<file path="src/rtl/entropy_encoder_sequencer.sv">
// entropy_encoder_sequencer
// Frame-level controller in front of entropy_encoder. Takes symbol records
// from an upstream valid/ready stream, presents them to the encoder one per
// cycle with no bubbles, raises the encoder's final flag after the last
// symbol, waits for the encoder's last-flag, then holds the encoder in reset
// between frames. Frames abort on upstream underrun or drain timeout.
//
// Ports:
//   top_clk, top_reset          clock, synchronous active-high reset
//   s_valid/s_ready             upstream record handshake
//   s_fl, s_fh, s_symbol,
//   s_nsyms, s_bool, s_last     upstream record fields
//   enc_reset, enc_final_flag   encoder reset and final flag
//   enc_fl .. enc_bool          registered symbol fields to the encoder
//   enc_flag_last               encoder OUT_FLAG_LAST
//   busy, frame_done            frame in progress / normal completion pulse
//   sym_count                   symbols accepted in current or last frame
//   err_underrun, err_timeout   sticky error flags
module entropy_encoder_sequencer #(
  parameter int RANGE_WIDTH   = 16,
  parameter int SYMBOL_WIDTH  = 4,
  parameter int RST_CYCLES    = 4,
  parameter int DRAIN_TIMEOUT = 32,
  parameter int CNT_WIDTH     = 16
) (
  input  logic                    top_clk,
  input  logic                    top_reset,
  input  logic                    s_valid,
  output logic                    s_ready,
  input  logic [RANGE_WIDTH-1:0]  s_fl,
  input  logic [RANGE_WIDTH-1:0]  s_fh,
  input  logic [SYMBOL_WIDTH-1:0] s_symbol,
  input  logic [SYMBOL_WIDTH:0]   s_nsyms,
  input  logic                    s_bool,
  input  logic                    s_last,
  output logic                    enc_reset,
  output logic                    enc_final_flag,
  output logic [RANGE_WIDTH-1:0]  enc_fl,
  output logic [RANGE_WIDTH-1:0]  enc_fh,
  output logic [SYMBOL_WIDTH-1:0] enc_symbol,
  output logic [SYMBOL_WIDTH:0]   enc_nsyms,
  output logic                    enc_bool,
  input  logic                    enc_flag_last,
  output logic                    busy,
  output logic                    frame_done,
  output logic [CNT_WIDTH-1:0]    sym_count,
  output logic                    err_underrun,
  output logic                    err_timeout
);

  localparam int RCW = $clog2(RST_CYCLES + 1);
  localparam int DCW = $clog2(DRAIN_TIMEOUT + 1);

  typedef enum logic [2:0] {
    ST_RST, ST_IDLE, ST_ENC, ST_LAST, ST_FINAL, ST_DRAIN, ST_DONE
  } state_t;

  state_t         state;
  state_t         state_nxt;
  logic [RCW-1:0] rst_cnt;
  logic [DCW-1:0] drain_cnt;
  logic           accept;
  logic           rst_expired;
  logic           drain_expired;

  // s_ready is registered and is high exactly in IDLE and ENC, so it can
  // qualify the handshake directly.
  assign accept        = s_valid & s_ready;
  assign rst_expired   = (rst_cnt == RCW'(RST_CYCLES - 1));
  assign drain_expired = (drain_cnt == DCW'(DRAIN_TIMEOUT - 1));

  // Next-state decision. In DRAIN the encoder's last-flag wins over an
  // expiring timeout in the same cycle.
  always_comb begin
    state_nxt = state;
    case (state)
      ST_RST:   if (rst_expired) state_nxt = ST_IDLE;
      ST_IDLE:  if (accept) state_nxt = s_last ? ST_LAST : ST_ENC;
      ST_ENC: begin
        if (!s_valid)    state_nxt = ST_RST;
        else if (s_last) state_nxt = ST_LAST;
      end
      ST_LAST:  state_nxt = ST_FINAL;
      ST_FINAL: state_nxt = ST_DRAIN;
      ST_DRAIN: begin
        if (enc_flag_last)      state_nxt = ST_DONE;
        else if (drain_expired) state_nxt = ST_RST;
      end
      ST_DONE:  state_nxt = ST_RST;
      default:  state_nxt = ST_RST;
    endcase
  end

  // All outputs are registered from the next state, so each output already
  // reflects the state the block is in during the following cycle.
  always_ff @(posedge top_clk) begin
    if (top_reset) begin
      state          <= ST_RST;
      rst_cnt        <= '0;
      drain_cnt      <= '0;
      s_ready        <= 1'b0;
      enc_reset      <= 1'b1;
      enc_final_flag <= 1'b0;
      enc_fl         <= '0;
      enc_fh         <= '0;
      enc_symbol     <= '0;
      enc_nsyms      <= '0;
      enc_bool       <= 1'b0;
      busy           <= 1'b0;
      frame_done     <= 1'b0;
      sym_count      <= '0;
      err_underrun   <= 1'b0;
      err_timeout    <= 1'b0;
    end else begin
      state     <= state_nxt;
      rst_cnt   <= (state == ST_RST && state_nxt == ST_RST) ? rst_cnt + RCW'(1) : '0;
      drain_cnt <= (state == ST_DRAIN && state_nxt == ST_DRAIN) ? drain_cnt + DCW'(1) : '0;

      s_ready        <= (state_nxt == ST_IDLE) || (state_nxt == ST_ENC);
      enc_reset      <= (state_nxt == ST_RST) || (state_nxt == ST_IDLE);
      busy           <= !((state_nxt == ST_RST) || (state_nxt == ST_IDLE));
      enc_final_flag <= (state_nxt == ST_FINAL);
      frame_done     <= (state_nxt == ST_DONE);

      if (accept) begin
        enc_fl     <= s_fl;
        enc_fh     <= s_fh;
        enc_symbol <= s_symbol;
        enc_nsyms  <= s_nsyms;
        enc_bool   <= s_bool;
        // First accept of a frame restarts the count; later ones saturate.
        if (state == ST_IDLE)
          sym_count <= CNT_WIDTH'(1);
        else if (!(&sym_count))
          sym_count <= sym_count + CNT_WIDTH'(1);
      end

      if (state == ST_ENC && !s_valid)
        err_underrun <= 1'b1;
      if (state == ST_DRAIN && !enc_flag_last && drain_expired)
        err_timeout <= 1'b1;
    end
  end

endmodule
</file>
<file path="config.mk">
export PLATFORM = sky130hd
export DESIGN_NAME = entropy_encoder_sequencer
export DESIGN_NICKNAME = d
export VERILOG_FILES = /design/src/rtl/entropy_encoder_sequencer.sv
export SDC_FILE = /design/constraint.sdc
export NUM_CORES = 1
export LEC_CHECK = 0
export ABC_AREA = 1
export ABC_CLOCK_PERIOD_IN_PS = 4150
export CAP_MARGIN = 20
export CORE_MARGIN = 3
export CORE_UTILIZATION = 48
export CTS_CLUSTER_SIZE = 40
export DETAILED_ROUTE_END_ITERATION = 6
export PLACE_DENSITY = 0.84
export SYNTH_ARGS = -nofsm -noshare
export SYNTH_HDL_FRONTEND = slang
export SYNTH_SLANG_ARGS = --single-unit
</file>
<file path="constraint.sdc">
create_clock -name top_clk -period 4.15 [get_ports top_clk]
set_input_delay 0.83 -clock top_clk [delete_from_list [all_inputs] [get_ports top_clk]]
set_output_delay 0.83 -clock top_clk [all_outputs]
set_load 0.02 [all_outputs]
</file>
==> results.py <==
metrics = {
    "cells_and_area": {
        "drive_gt1_share_pct": 5.12,
        "syn2layout_area_growth_pct": 43.2,
        "final_util_pct": 73.7,
        "diodes": 0,
        "fin_cells": 622,
        "fin_nets": 594,
        "nFillCells": 476,
    },
    "timing": {
        "rsz0062_at_grt": "false",
        "min_period_ns": 2.81,
        "finalSetupViolCount": 0,
        "finalCritPeriodShare_pct": 67.8,
        "hold_violations": 0,
        "final.setup.tns_ns": 0,
        "slew_headroom_pct": 54.2,
        "setup_ws_ns": 1.34,
        "fin_worst_skew_ns": 0.00690,
        "slew_viol_final": 0,
        "worst_pin_slew_ns": 0.684,
        "clock.fmax_ghz": 0.356,
    },
    "routing": {
        "vias": 3125,
        "routedWlPerCell_um": 12.7,
        "ant_nets": 0,
        "routed_wl_um": 7870,
        "drtIter0Drc": 208,
        "drc_errors": 0,
        "drtPass1Iterations": 4,
        "via_per_inst": 5.02,
    },
    "setup_path": {
        "cp.arrival_ns": 3.09,
        "path_common_cell": "nand2_1",
        "worstPathCellList": "clkdlybuf4s50_1 > nand2_2 > inv_4 > o21ai_1 > nand2_1 > nand2_1 > nor2_1 > nand2_1 > a21oi_1",
        "path_depth": 9,
        "r2r_start": "s_ready",
        "r2r_cells": 8,
        "path_buf_inv": 2,
        "cp_max_fo": 52,
        "cp_slowest_cell": "inv_4",
        "slowest_delay_ns": 0.61,
        "start_kind": "input pin",
        "timing.rr.end": "s_ready",
        "crit_type": "input pin to flip-flop",
        "rrSetupSlack_ns": 1.98,
        "cp_top_family": "buffers and inverters",
        "cp.required_ns": 4.43,
        "crit_path_end_kind": "flip-flop",
    },
    "global_route": {
        "gr-total-overflow": 0,
        "grt_pass1_vias": 2891,
        "grt_antenna_before_repair": 0,
        "grtUsageTotal_pct": 21.1,
        "grt_pass1_wl_um": 12700,
        "grt_max_degree": 53,
    },
    "clocking": {
        "cts_made_buffers": 9,
        "hold_buffers": 0,
        "clk_pin_slew_ns": 0.08,
        "cts_setup_buffers": 0,
        "htree_levels": 3,
        "cts_tree": "done",
        "cts.path.max_buffers": 2,
        "cts.repair.resized": 0,
        "clkSinkCount": 77,
        "root_buffer": "clkbuf_8",
        "insertion_delay_ns": 0.34,
    },
    "run_status": {
        "status": "completed",
    },
    "pwr": {
        "leakage_uw": 0.00172,
        "power.total_uw": 1520,
        "p_sw_uw": 340,
        "swShare_pct": 22.3,
        "vdd.ir_drop.worst_mv": 0.235,
        "p_clk_share_pct": 40.3,
        "combinationalPowerShare_pct": 9.5,
        "seqPwrFrac_pct": 50.2,
        "p_int_uw": 1180,
        "p_per_area_nw_per_um2": 337,
    },
    "worst_hold_path": {
        "worstHoldPathType": "flip-flop to flip-flop",
        "hold_end": "rst_cnt[0]",
        "holdPathStages": 1,
        "hold_start": "rst_cnt[0]",
    },
    "synth": {
        "synth_cell_types": 26,
        "syn_nets": 486,
        "ys_warn_count": 0,
        "synth_area_per_cell_um2": 7.25,
        "syn_inst": 435,
        "synth-seq-area-share_pct": 48.9,
        "yosys_register_bits": 77,
        "syn_area_um2": 3160,
    },
    "floorplanning": {
        "die_x_um": 87.1,
        "die_h_um": 87.1,
        "die-area_um2": 7580,
        "core_um2": 6130,
        "io_pins": 112,
        "initial_core_util_pct": 51.5,
        "fp-row-count": 28,
    },
    "job": {
        "max_cap_viol_count": 0,
    },
    "place": {
        "port_buffers": 111,
        "place_inst": 607,
        "place_ws_ns": 0.982,
        "hpwl_um": 5650,
        "gp_congestion": 0.875,
    },
}
## synth_stat cells
master / instances / area (um^2)
nor2_1: 131 / 492
dfxtp_1: 77 / 1540
nand2_1: 58 / 218
o21ai_0: 49 / 245
inv_1: 37 / 139
nand3_1: 17 / 85.1
a21oi_1: 10 / 50.1
clkbuf_1: 9 / 33.8
nand4_1: 7 / 43.8
buf_2: 6 / 30.0
xor2_1: 6 / 52.6
nor2_2: 5 / 31.3
ha_1: 4 / 50.1
nor3_1: 4 / 20.0
nand3b_1: 3 / 22.5
o21ai_1: 2 / 10.0
a31oi_1: 1 / 6.26
inv_2: 1 / 3.75
inv_4: 1 / 6.26
inv_6: 1 / 8.76
nand2_2: 1 / 6.26
nand2_4: 1 / 11.3
nand2_8: 1 / 20.0
nand3_2: 1 / 10.0
nor2_4: 1 / 11.3
o21bai_1: 1 / 7.51
## worst max-delay path by stage
stage,startpoint,end,slack [ns]
CTS,s_valid,s_ready,1.34
detailed placement,s_valid,s_ready,0.98
global route,s_valid,s_ready,1.15
global placement,s_valid,rst_cnt[2],1.06
finish,s_valid,s_ready,1.34
floorplan,top_reset,enc_fh[10],2.47
## cell families (layout without fill, tap and decap cells)
kind of cell    count (synthesis)  in the layout  share of synthesized area, %
xor+xnor                        6              6                          1.67
fa+ha+maj                       4              4                          1.59
buf+inv                        55            167                          7.02
flops                          77             77                          48.9
compound gates                 63             63                          10.1
simple gates                  230            230                          30.8
## final cells by class
cell class                      instances  area (um^2)  share of cell area, %
Clock inverter                          4         72.6                   1.61
Tap cell                               75         93.8                   2.08
Multi-Input combinational cell        303         1390                   30.8
Timing Repair Buffer                  112         1120                   24.8
Sequential cell                        77         1540                   34.1
Clock buffer                           11          141                   3.13
Inverter                               40          158                   3.49
## through the flow
step                hold slack [ns]  cell area [um^2]
global placement              0.410              4300
finish                        0.441              4520
global route                  0.460              4520
floorplan                     0.399              3160
detailed placement            0.417              4300
CTS                           0.444              4520
## state kept, by name, indices dropped and copies added (netlist names), 3 cells and up
name and flops:
enc_fh 16, enc_fl 16, sym_count 16, drain_cnt 6
enc_nsyms 5, enc_symbol 4, rst_cnt 3, state 3
## power groups by stage
| stage | Clock (uW) | Sequential [uW] | Combinational [uW] |
|---|---|---|---|
| finish | 614 | 765 | 144 |
| floorplan | 0 | 795 | 51.1 |
| global route | 659 | 767 | 159 |
| CTS | 624 | 765 | 146 |
| detailed placement | 0 | 782 | 144 |
| global placement | 0 | 781 | 142 |
## layout by cell type (no fill, tap or decap), types with 2 or more instances in the layout
| cell type | instances |
|---|---|
| xor2_1 | 6 |
| nor2_1 | 131 |
| clkbuf_8 | 10 |
| nor3_1 | 4 |
| nor2_2 | 5 |
| inv_1 | 37 |
| o21ai_1 | 2 |
| clkdlybuf4s50_1 | 111 |
| a21oi_1 | 10 |
| nand4_1 | 7 |
| nand3b_1 | 3 |
| nand3_1 | 17 |
| o21ai_0 | 49 |
| ha_1 | 4 |
| dfxtp_1 | 77 |
| nand2_1 | 58 |
| bufinv_16 | 2 |
## worst reg2reg max path, stage by stage, from the launching register on
cell	delay, ns
dfxtp_1	0.35
nand2_2	0.39
inv_4	0.62
o21ai_1	0.12
nand2_1	0.07
nand2_1	0.06
nor2_1	0.20
nand2_1	0.11
a21oi_1	0.16
## layer usage
metal | vias up | share of wire [%] | global-route usage [%]
li1 | 1590 | - | -
met1 | 1416 | 40 | 23.6
met2 | 108 | 48 | 35.1
met3 | 11 | 10 | 10.1
met4 | 0 | 1.8 | 7.37
met5 | - | 0 | 0
Note: power is estimated with default switching activity, not from simulation.
